[config.mk]
export PLATFORM = sky130hd
export DESIGN_NAME = note_detector
export DESIGN_NICKNAME = d
export VERILOG_FILES = /design/src/rtl/note_pkg.sv /design/src/rtl/note_classifier.sv /design/src/rtl/note_detector.sv
export SDC_FILE = /design/constraint.sdc
export NUM_CORES = 1
export LEC_CHECK = 0
export ABC_CLOCK_PERIOD_IN_PS = 3310
export BUFFER_PORTS_ARGS = -buffer_cell sky130_fd_sc_hd__buf_2
export CORE_ASPECT_RATIO = 1.5
export CORE_MARGIN = 3
export CORE_UTILIZATION = 58
export CTS_CLUSTER_DIAMETER = 40
export CTS_CLUSTER_SIZE = 28
export DETAILED_ROUTE_END_ITERATION = 8
export PLACE_DENSITY = 0.78
export SETUP_SLACK_MARGIN = 0.15
export SYNTH_ARGS = -nofsm -noshare
export SYNTH_HDL_FRONTEND = slang
export SYNTH_SLANG_ARGS = --single-unit
export TNS_END_PERCENT = 5
[constraint.sdc]
create_clock -name clk -period 3.31 [get_ports clk]
set_input_delay 0.4965 -clock clk [delete_from_list [all_inputs] [get_ports clk]]
set_output_delay 0.4965 -clock clk [all_outputs]
set_load 0.02 [all_outputs]
[src/rtl/note_pkg.sv]
// note_pkg: shared constants and types for the note detector.
// Holds the nominal half-period table (clk cycles) and the FSM state type.
package note_pkg;

    localparam int NOTE_W    = 5;
    localparam int NUM_NOTES = 19;

    // Nominal half-period per note code; entry 0 is silence and never matched.
    localparam int H [NUM_NOTES+1] = '{
        0,
        47801, 45126, 42589, 40192, 37936, 35816, 33829, 31887, 30120, 28409,
        26824, 25329, 23900, 22563, 21295, 18968, 17909, 12665, 9485
    };

    typedef enum logic [1:0] {
        IDLE,
        MEASURE,
        LOCKED
    } state_t;

endpackage

[src/rtl/note_classifier.sv]
// note_classifier: maps a measured half-period to a note code.
// Returns the lowest table entry within +/-TOL of the measurement, or 0.
module note_classifier
    import note_pkg::*;
#(
    parameter int TOL   = 64,
    parameter int CNT_W = 17
) (
    input  logic [CNT_W-1:0]  d,
    output logic [NOTE_W-1:0] code
);

    int dv;

    // Scan from the top of the table down so the lowest matching code wins.
    always_comb begin
        code = '0;
        dv   = int'(d);
        for (int n = NUM_NOTES; n >= 1; n--) begin
            if ((dv >= H[n] - TOL) && (dv <= H[n] + TOL)) begin
                code = NOTE_W'(n);
            end
        end
    end

endmodule

[src/rtl/note_detector.sv]
// note_detector: measures the half-period of an incoming square wave and
// reports the matching note code, with confirmation and silence timeout.
// Optional input deglitch filter: define NOTE_DETECTOR_DEGLITCH_EN.
module note_detector
    import note_pkg::*;
#(
    parameter int TOL      = 64,
    parameter int CONFIRM  = 3,
    parameter int TIMEOUT  = 100000,
    parameter int DEGLITCH = 16
) (
    input  logic              clk,
    input  logic              rst_n,
    input  logic              wave_in,
    output logic [NOTE_W-1:0] note,
    output logic              note_stb,
    output logic              locked
);

    localparam int              CNT_W     = $clog2(TIMEOUT + 1);
    localparam logic [CNT_W-1:0] CNT_MAX  = CNT_W'(TIMEOUT);
    localparam logic [2:0]      CONFIRM_V = 3'(CONFIRM);

    logic              s1, s2, s3;
    logic              lvl;
    logic              wave_edge;
    logic [CNT_W-1:0]  cnt;
    logic [NOTE_W-1:0] cls;
    logic [NOTE_W-1:0] cand, next_cand;
    logic [2:0]        match, next_match;
    state_t            state;

    // Two-flop synchronizer for the asynchronous wave input.
    always_ff @(posedge clk or negedge rst_n) begin
        if (!rst_n) begin
            s1 <= 1'b0;
            s2 <= 1'b0;
        end else begin
            s1 <= wave_in;
            s2 <= s1;
        end
    end

`ifdef NOTE_DETECTOR_DEGLITCH_EN
    localparam int DG_W = $clog2(DEGLITCH + 1);

    logic [DG_W-1:0] dg_cnt;
    logic            filt;

    // Accept a new level only after it has held for DEGLITCH cycles.
    always_ff @(posedge clk or negedge rst_n) begin
        if (!rst_n) begin
            filt   <= 1'b0;
            dg_cnt <= '0;
        end else if (s2 == filt) begin
            dg_cnt <= '0;
        end else if (dg_cnt == DG_W'(DEGLITCH - 1)) begin
            filt   <= s2;
            dg_cnt <= '0;
        end else begin
            dg_cnt <= dg_cnt + 1'b1;
        end
    end

    assign lvl = filt;
`else
    logic unused_deglitch;

    assign unused_deglitch = (DEGLITCH != 0);
    assign lvl             = s2;
`endif

    // Delay flop for edge detection on the conditioned level.
    always_ff @(posedge clk or negedge rst_n) begin
        if (!rst_n) begin
            s3 <= 1'b0;
        end else begin
            s3 <= lvl;
        end
    end

    assign wave_edge = lvl ^ s3;

    // Half-period counter: restarts at 1 on each edge, saturates at TIMEOUT.
    always_ff @(posedge clk or negedge rst_n) begin
        if (!rst_n) begin
            cnt <= '0;
        end else if (wave_edge) begin
            cnt <= CNT_W'(1);
        end else if (cnt != CNT_MAX) begin
            cnt <= cnt + 1'b1;
        end
    end

    note_classifier #(
        .TOL   (TOL),
        .CNT_W (CNT_W)
    ) u_classifier (
        .d    (cnt),
        .code (cls)
    );

    // Candidate tracking: a silent result clears the run, a new note reseeds it.
    always_comb begin
        next_cand  = cand;
        next_match = match;
        if (cls == '0) begin
            next_match = '0;
        end else if (cls == cand) begin
            next_match = match + 1'b1;
        end else begin
            next_cand  = cls;
            next_match = 3'd1;
        end
    end

    // Main FSM with registered note, strobe and lock outputs.
    always_ff @(posedge clk or negedge rst_n) begin
        if (!rst_n) begin
            state    <= IDLE;
            note     <= '0;
            note_stb <= 1'b0;
            locked   <= 1'b0;
            cand     <= '0;
            match    <= '0;
        end else begin
            note_stb <= 1'b0;
            if (wave_edge) begin
                if (state == IDLE) begin
                    state <= MEASURE;
                end else if (!(state == LOCKED && cls == note)) begin
                    cand  <= next_cand;
                    match <= next_match;
                    if (next_match == CONFIRM_V) begin
                        state    <= LOCKED;
                        locked   <= 1'b1;
                        note     <= next_cand;
                        note_stb <= (next_cand != note);
                    end else begin
                        state  <= MEASURE;
                        locked <= 1'b0;
                    end
                end
            end else if (cnt == CNT_MAX) begin
                state    <= IDLE;
                locked   <= 1'b0;
                note     <= '0;
                match    <= '0;
                note_stb <= (note != '0);
            end
        end
    end

endmodule

==> flow_summary.yaml, run 1 <==
yosys:
  yosysTopAreaCell: "dfrtp_1"
  synth_cells: 551
  yosysWarningCount: 0
  syn_nets: 558
  yosys-top-cells-count: "53 x nor2_1, 43 x nand2_1, 37 x dfrtp_1"
  yosysTopAreaCellShare: 0.217
  async_flop_share: 1.00
  yosysMostFrequentCell: "nor2_1"
  synth_top_flop_cell: "dfrtp_1"
  synth-edff-count: 0
  netlist_area_mm2: 0.00426
  avgSynthCellArea_um2: 7.74
  synth_cell_types: 89
  synth_area_leaders: "dfrtp_1 22%, nor2_1 4.7%, xnor2_1 3.9%"
  ys_seq_area_frac: 0.217
  ys_ff_latch: 37
outcome:
  error: "[ERROR GRT-0116] Global routing finished with congestion. Check the congestion regions in the DRC Viewer."
  status: "aborted with a tool error"
  haltStage: "5_1_grt"
cts:
  clockBufferDepth: 2
  cts-buffers-inserted: 5
  cts_root_buf: "clkbuf_8"
  ctsHoldBuffers: 0
  cts_num_sinks: 37
  htreeDepth: 2
placement:
  place.gp.congestion: 1.28
  dp_hpwl_um: 14400
  port_buffers: 9
grt:
  grt_pass1_vias: 7582
  grt_pass1_wl_um: 46500
  grtUsageTotal: 0.703
  overflow: 82
  grt_max_degree: 38
floorplan:
  die_x_um: 76
  rows: 37
  die_y_um: 111
  initial_core_util: 0.610
  ios: 10
==> what timing repair did <==
action / CTS
buffers inserted: 13
endpoints found under the setup margin: 17
gates cloned: 0
resized for setup: 76
pin swaps: 33
==> metrics by stage <==
step / hold WS (ns) / utilization / cell area, µm² / setup slack [ns] / instances
detailed placement: 0.345 / 0.819 / 5730 / -0.564 / 796
floorplan: 0.201 / - / 4360 / -0.0946 / 551
global placement: 0.333 / 0.819 / 5730 / -0.315 / 796
CTS: 0.292 / 0.894 / 6250 / -0.335 / 817
==> metal layers <==
| layer | GRT usage | overflow |
|---|---|---|
| met1 | 0.734 | 0 |
| met2 | 0.895 | 45 |
| met3 | 0.472 | 1 |
| met4 | 0.712 | 36 |
| met5 | 0.0313 | 0 |
==> kinds of logic after synthesis <==
group | Yosys count | synth area share
compound gates | 154 | 0.272
xor+xnor | 27 | 0.0555
fa+ha+maj | 4 | 0.0117
buf+inv | 64 | 0.0737
flops | 37 | 0.217
mux | 9 | 0.0223
simple gates | 256 | 0.348
==> run 2, diff against run 1 <==
==> config.mk (replaced) <==
export PLATFORM = sky130hd
export DESIGN_NAME = note_detector
export DESIGN_NICKNAME = d
export VERILOG_FILES = /design/src/rtl/note_pkg.sv /design/src/rtl/note_classifier.sv /design/src/rtl/note_detector.sv
export SDC_FILE = /design/constraint.sdc
export NUM_CORES = 1
export LEC_CHECK = 0
export ABC_CLOCK_PERIOD_IN_PS = 4300
export BUFFER_PORTS_ARGS = -buffer_cell sky130_fd_sc_hd__buf_2
export CORE_MARGIN = 3
export CORE_UTILIZATION = 40
export DETAILED_ROUTE_END_ITERATION = 8
export PLACE_DENSITY_LB_ADDON = 0.15
export SYNTH_ARGS = -nofsm -noshare
export SYNTH_HDL_FRONTEND = slang
export SYNTH_SLANG_ARGS = --single-unit
export TNS_END_PERCENT = 5
==> constraint.sdc (replaced) <==
create_clock -name clk -period 4.3 [get_ports clk]
set_input_delay 0.645 -clock clk [delete_from_list [all_inputs] [get_ports clk]]
set_output_delay 0.645 -clock clk [all_outputs]
set_load 0.02 [all_outputs]
==> run 2 against run 1 <==
The flow now finishes without violations; synthesized cell count is the same; area after synthesis stayed put.
==> flow_summary.yaml, run 2 <==
outcome:
  status: "finished, final reports clean"
timing:
  holdWs_ns: 0.355
  hold_viol: 0
  period_share: 0.957
  max_freq_ghz: 0.243
  tns_ns: 0
  min_period_ns: 4.11
  finClkSkew_ns: 0.00771
  slew_violations: 0
  relSlewSlack: 0.407
  grt_setup_unrepaired: "no"
  worstMarginPinSlew_ns: 0.890
  finalSetupViolations: 0
setup_path:
  crit_end: "note[3]$_DFFE_PN0P_"
  max_stage_delay_ns: 0.57
  critical_path_required_ns: 4.49
  critPathArrivalTime_ns: 4.30
  cp.depth: 12
  crit_fanout: 14
  startpoint: "cnt[15]$_DFFE_PN0P_"
  cp-end-kind: "flop"
  cp-start-kind: "flop"
  crit_type: "reg2reg"
  cp_cell_sequence: "buf_4 > or4b_4 > o21ai_1 > o21ai_0 > o211a_1 > nor4_2 > nand3_1 > buf_4 > o311ai_4 > nand4_4 > a21boi_4 > mux2_1"
  regToRegSetupSlack_ns: 0.19
  slowest_stage: "dfrtp_1"
  r2r-start: "cnt[15]$_DFFE_PN0P_"
  crit_path_frequent_cell: "buf_4"
  crit_buf_inv: 2
  cp_top_family: "simple AND/OR/NAND/NOR gates"
  r2r-end: "note[3]$_DFFE_PN0P_"
  worst_r2r_path_depth: 12
yosys:
  synth_cells: 551
  synth_compound_area_frac: 0.272
  muxShareOfSynthArea: 0.0223
  yosysTopAreaCellShare: 0.217
  synth_area_leaders: "dfrtp_1 22%, nor2_1 4.7%, xnor2_1 3.9%"
  ys_ff_latch: 37
  yosysWarningCount: 0
  syn_nets: 558
  synth_cell_types: 89
  yosys-top-cells-count: "53 x nor2_1, 43 x nand2_1, 37 x dfrtp_1"
  synth_xor_area_frac: 0.0555
  async_flop_share: 1.00
  synth_top_flop_cell: "dfrtp_1"
  yosysMostFrequentCell: "nor2_1"
  yosysTopAreaCell: "dfrtp_1"
  synth-edff-count: 0
  synth_simple_gate_area_frac: 0.348
  avgSynthCellArea_um2: 7.74
  ys_seq_area_frac: 0.217
  netlist_area_mm2: 0.00426
  synth_top_family_by_area: "simple AND/OR/NAND/NOR gates"
  synthAdderAreaFrac: 0.0117
finish:
  final_cell_mix: "58 x buf_4, 53 x nor2_1, 43 x nand2_1"
  max_flop_register: "cnt"
  fill_cells: 1029
  diodes: 0
  drive_gt1_frac: 0.179
  nets: 586
  largest_reg_flops: 17
  reg_top3: "cnt: 17 flops, cand: 5 flops, note: 5 flops"
  syn2layout_area_growth_pct: 13.7
  final_common_cell: "buf_4"
  utilization: 0.469
cts:
  ctsHoldBuffers: 0
  cts_root_buf: "clkbuf_8"
  clk_latency_ns: 0.30
  htreeDepth: 2
  cts_num_sinks: 37
  clockBufferDepth: 2
  cts-buffers-inserted: 5
  clkTransAtPathRegs_ns: 0.08
  cts_tree: "done"
route:
  drc_errors: 0
  drt_iter0_drc: 583
  dr.pass1.iters: 5
  vias: 4874
  viasPerCell: 6.81
  final_antenna_net_count: 0
  wl_per_cell_um: 23.4
  wirelength_um: 16700
grt:
  grt_pass1_wl_um: 26200
  grt_max_degree: 38
  overflow: 0
  grtUsageTotal: 0.288
  grt_pass1_vias: 4410
  antenna_found_initial: 0
placement:
  place.gp.congestion: 1.06
  port_buffers: 9
  dp_hpwl_um: 12600
floorplan:
  dieArea_mm2: 0.0119
  die_x_um: 109
  initial_core_util: 0.413
  rows: 37
  ios: 10
  coreArea_mm2: 0.0103
  die_y_um: 109
power_and_ir_drop:
  irDropWorstVdd_mv: 0.112
  power_w: 0.000976
  p_per_area_mw_per_mm2: 201
  leakage_nw: 1.92
hold_path:
  hold_path_class: "reg2reg"
run:
  maxCapViolCount: 0
==> run 2: cell counts after synthesis <==
No cell type changed its count.
==> run 2: how the worst min path moves through the flow <==
stage,cells past startpoint,endpoint,start
6_report,0,lvl$_DFF_PN0_,s1$_DFF_PN0_
5_1_grt,0,lvl$_DFF_PN0_,s1$_DFF_PN0_
4_1_cts,0,lvl$_DFF_PN0_,s1$_DFF_PN0_
3_5_place_dp,0,lvl$_DFF_PN0_,s1$_DFF_PN0_
3_3_place_gp,0,lvl$_DFF_PN0_,s1$_DFF_PN0_
2_1_floorplan,0,lvl$_DFF_PN0_,s1$_DFF_PN0_
==> run 2: layout make-up <==
cell class                      instances  area (µm²)  area share
Clock inverter                          2        37.5     0.00775
Timing Repair Buffer                   69         520       0.107
Tap cell                              136         170      0.0351
Clock buffer                            6        82.6      0.0170
Sequential cell                        37         928       0.192
Multi-Input combinational cell        450        3050       0.629
Inverter                               16        60.1      0.0124
==> run 2: worst reg2reg max path: cells and delay by family, from the launching register on <==
kind | cells | cell delay, ns
simple gates | 4 | 1.34
mux | 1 | 0.35
compound gates | 5 | 1.26
buf+inv | 2 | 0.48
flops | 1 | 0.57
==> run 2: logic make-up (layout without fill, tap and decap cells) <==
family,after synthesis,count (layout)
XOR/XNOR,27,27
adder cells (fa/ha/maj),4,4
AND/OR/NAND/NOR,256,256
buffers and inverters,64,93
AO/OA/AOI/OAI,154,154
flip-flops,37,37
multiplexers,9,9
==> run 2: report_power, final <==
group,internal (W),switching (W),total [W]
clock network,0.000189,0.000140,0.000328
registers,0.000363,0.0000334,0.000396
logic,0.0000953,0.000156,0.000252
total,0.000647,0.000329,0.000976
==> run 2: stage by stage <==
step	worst slack (ns)	area (µm²)	cells
after floorplan	0.740	4260	551
after global placement	0.320	4710	708
after detailed placement	0.203	4710	708
after CTS	0.227	4830	716
after global routing	0.000437	4850	716
final	0.185	4850	716
==> run 2: per-layer routing <==
metal,vias up,track usage,share of wire
met1,2296,0.428,0.43
met3,70,0.0503,0.11
met4,0,0.149,0.055
met5,-,0,0
li1,2178,-,-
met2,330,0.393,0.41
==> run 2: repair_timing <==
action,in CTS,in global routing
setup endpoints to repair,0,5
resized for setup,0,5
setup buffers,0,0
Note: power is estimated with default switching activity, not from simulation.
==> run 3, diff against run 2 <==
--- a/config.mk
+++ b/config.mk
@@ -5,7 +5,7 @@
 export SDC_FILE = /design/constraint.sdc
 export NUM_CORES = 1
 export LEC_CHECK = 0
-export ABC_CLOCK_PERIOD_IN_PS = 4300
+export ABC_CLOCK_PERIOD_IN_PS = 4900
 export BUFFER_PORTS_ARGS = -buffer_cell sky130_fd_sc_hd__buf_2
 export CORE_MARGIN = 3
 export CORE_UTILIZATION = 40
==> constraint.sdc (replaced) <==
create_clock -name clk -period 4.9 [get_ports clk]
set_input_delay 0.735 -clock clk [delete_from_list [all_inputs] [get_ports clk]]
set_output_delay 0.735 -clock clk [all_outputs]
set_load 0.02 [all_outputs]
==> run 3 against run 2 <==
Sequential power is 9.3% lower; cell count is 4.6% lower; register-to-register slack better by 0.12 ns; largest power group unchanged.
==> flow_summary.yaml, run 3 (synthesis results as in run 2) <==
cts:
  htreeDepth: 2
  cts_resized: 0
  ctsHoldBuffers: 0
  clockBufferDepth: 2
  cts_num_sinks: 37
  clk_latency_ns: 0.31
  post_cts_buffers: 0
  cts-buffers-inserted: 5
  cts_tree: "done"
  cts_root_buf: "clkbuf_8"
  clkTransAtPathRegs_ns: 0.08
setup_path:
  slowest_stage: "nor4bb_1"
  cp_cell_sequence: "inv_1 > ha_1 > nor4bb_1 > nand3_1 > o31a_1 > o21ai_0 > nor3_1 > xnor2_1 > o31ai_1 > and2_2 > nand4_4 > a21boi_4 > mux2_1"
  cp-end-kind: "flop"
  r2r-start: "cnt[0]$_DFFE_PN0P_"
  crit_fanout: 14
  critical_path_required_ns: 5.09
  crit_type: "reg2reg"
  critPathArrivalTime_ns: 4.78
  startpoint: "cnt[0]$_DFFE_PN0P_"
  cp-start-kind: "flop"
  max_stage_delay_ns: 0.66
timing:
  finClkSkew_ns: 0.00666
  hold_viol: 0
  slew_violations: 0
  finalSetupViolations: 0
  worstMarginPinSlew_ns: 0.948
  min_period_ns: 4.59
  max_freq_ghz: 0.218
  tns_ns: 0
  relSlewSlack: 0.364
  grt_setup_unrepaired: "no"
  period_share: 0.937
power_and_ir_drop:
  irDropWorstVdd_mv: 0.136
  p_per_area_mw_per_mm2: 180
  leakage_nw: 1.75
run:
  maxCapViolCount: 0
grt:
  antenna_found_initial: 0
  globalRouteMet3Util: 0.0557
  use_met2: 0.383
  top_usage_layer: "met1"
  grt_pass1_wl_um: 25300
  grt_max_degree: 38
  overflow: 0
  grtUsageMet1: 0.412
  grtUsageTotal: 0.276
  grt_pass1_vias: 4462
floorplan:
  initial_core_util: 0.413
  die_x_um: 109
  die_y_um: 109
  ios: 10
  dieArea_mm2: 0.0119
  rows: 37
  coreArea_mm2: 0.0103
hold_path:
  worstHoldStart: "s1$_DFF_PN0_"
  hold_path_class: "reg2reg"
finish:
  final_common_cell: "nor2_1"
  nets: 552
  largest_reg_flops: 17
  max_flop_register: "cnt"
  final_cell_mix: "53 x nor2_1, 43 x nand2_1, 37 x dfrtp_1"
  multi_input_area_mm2: 0.00303
  seqCellArea_um2: 926
  drive_gt1_frac: 0.117
  utilization: 0.440
  reg_top3: "cnt: 17 flops, cand: 5 flops, note: 5 flops"
  fill_cells: 1069
  syn2layout_area_growth_pct: 6.52
route:
  viasPerCell: 6.83
  wl_per_cell_um: 23.1
  drc_errors: 0
  vias: 4662
  wirelength_um: 15800
  drt_iter0_drc: 665
  dr.pass1.iters: 5
  final_antenna_net_count: 0
placement:
  port_buffers: 9
  place.gp.congestion: 1.02
  dp_hpwl_um: 11500
outcome:
  status: "finished, final reports clean"
run 3: critical path: cells and delay by family, from the launching register on:
family | cells | cell delay (ns)
AND/OR/NAND/NOR | 5 | 1.50
AO/OA/AOI/OAI | 4 | 1.40
flip-flops | 1 | 0.56
multiplexers | 1 | 0.35
adder cells (fa/ha/maj) | 1 | 0.28
buffers and inverters | 1 | 0.22
XOR/XNOR | 1 | 0.16
run 3: power breakdown:
group	internal, W	total [W]	switching [W]
combinational	0.0000649	0.000179	0.000114
clock	0.000153	0.000279	0.000126
sequential	0.000318	0.000359	0.0000407
total	0.000536	0.000816	0.000280
run 3: worst paths after layout:
kind                       slack (ns)             endpoint  depth (start not counted)
min reg2reg                      0.36        lvl$_DFF_PN0_                          0
max                              0.31  note[3]$_DFFE_PN0P_                         13
min in group asynchronous        0.52   cnt[0]$_DFFE_PN0P_                          1
max in group asynchronous        3.81  cand[3]$_DFFE_PN0P_                          1
min                              0.36        lvl$_DFF_PN0_                          0
max reg2reg                      0.31  note[3]$_DFFE_PN0P_                         13
run 3: through the flow:
step / hold WS (ns) / setup slack (ns) / std cells / power [W] / instance area, µm²
2_1_floorplan: 0.331 / 1.34 / 551 / 0.000486 / 4260
6_report: 0.364 / 0.310 / 683 / 0.000816 / 4540
3_3_place_gp: 0.339 / 0.603 / 674 / 0.000540 / 4430
5_1_grt: 0.370 / 0.00282 / 682 / 0.000863 / 4540
4_1_cts: 0.368 / 0.436 / 682 / 0.000823 / 4540
3_5_place_dp: 0.337 / 0.460 / 674 / 0.000540 / 4430
run 3: metal layers:
| layer | wire (µm) | vias to the layer above |
|---|---|---|
| li1 | - | 2112 |
| met1 | 7220 | 2202 |
| met3 | 1530 | 47 |
| met4 | 613 | 0 |
| met5 | 0 | - |
| met2 | 6400 | 301 |
run 3: final cells by class:
| cell class | instances | area share |
|---|---|---|
| diodes | 1 | 0.000551 |
| clock buffers | 6 | 0.0160 |
| clock inverters | 2 | 0.00854 |
| inverters | 16 | 0.0132 |
| multi-input cells | 450 | 0.667 |
| flip-flops and latches | 37 | 0.204 |
| well taps | 136 | 0.0375 |
| repair buffers | 35 | 0.0529 |
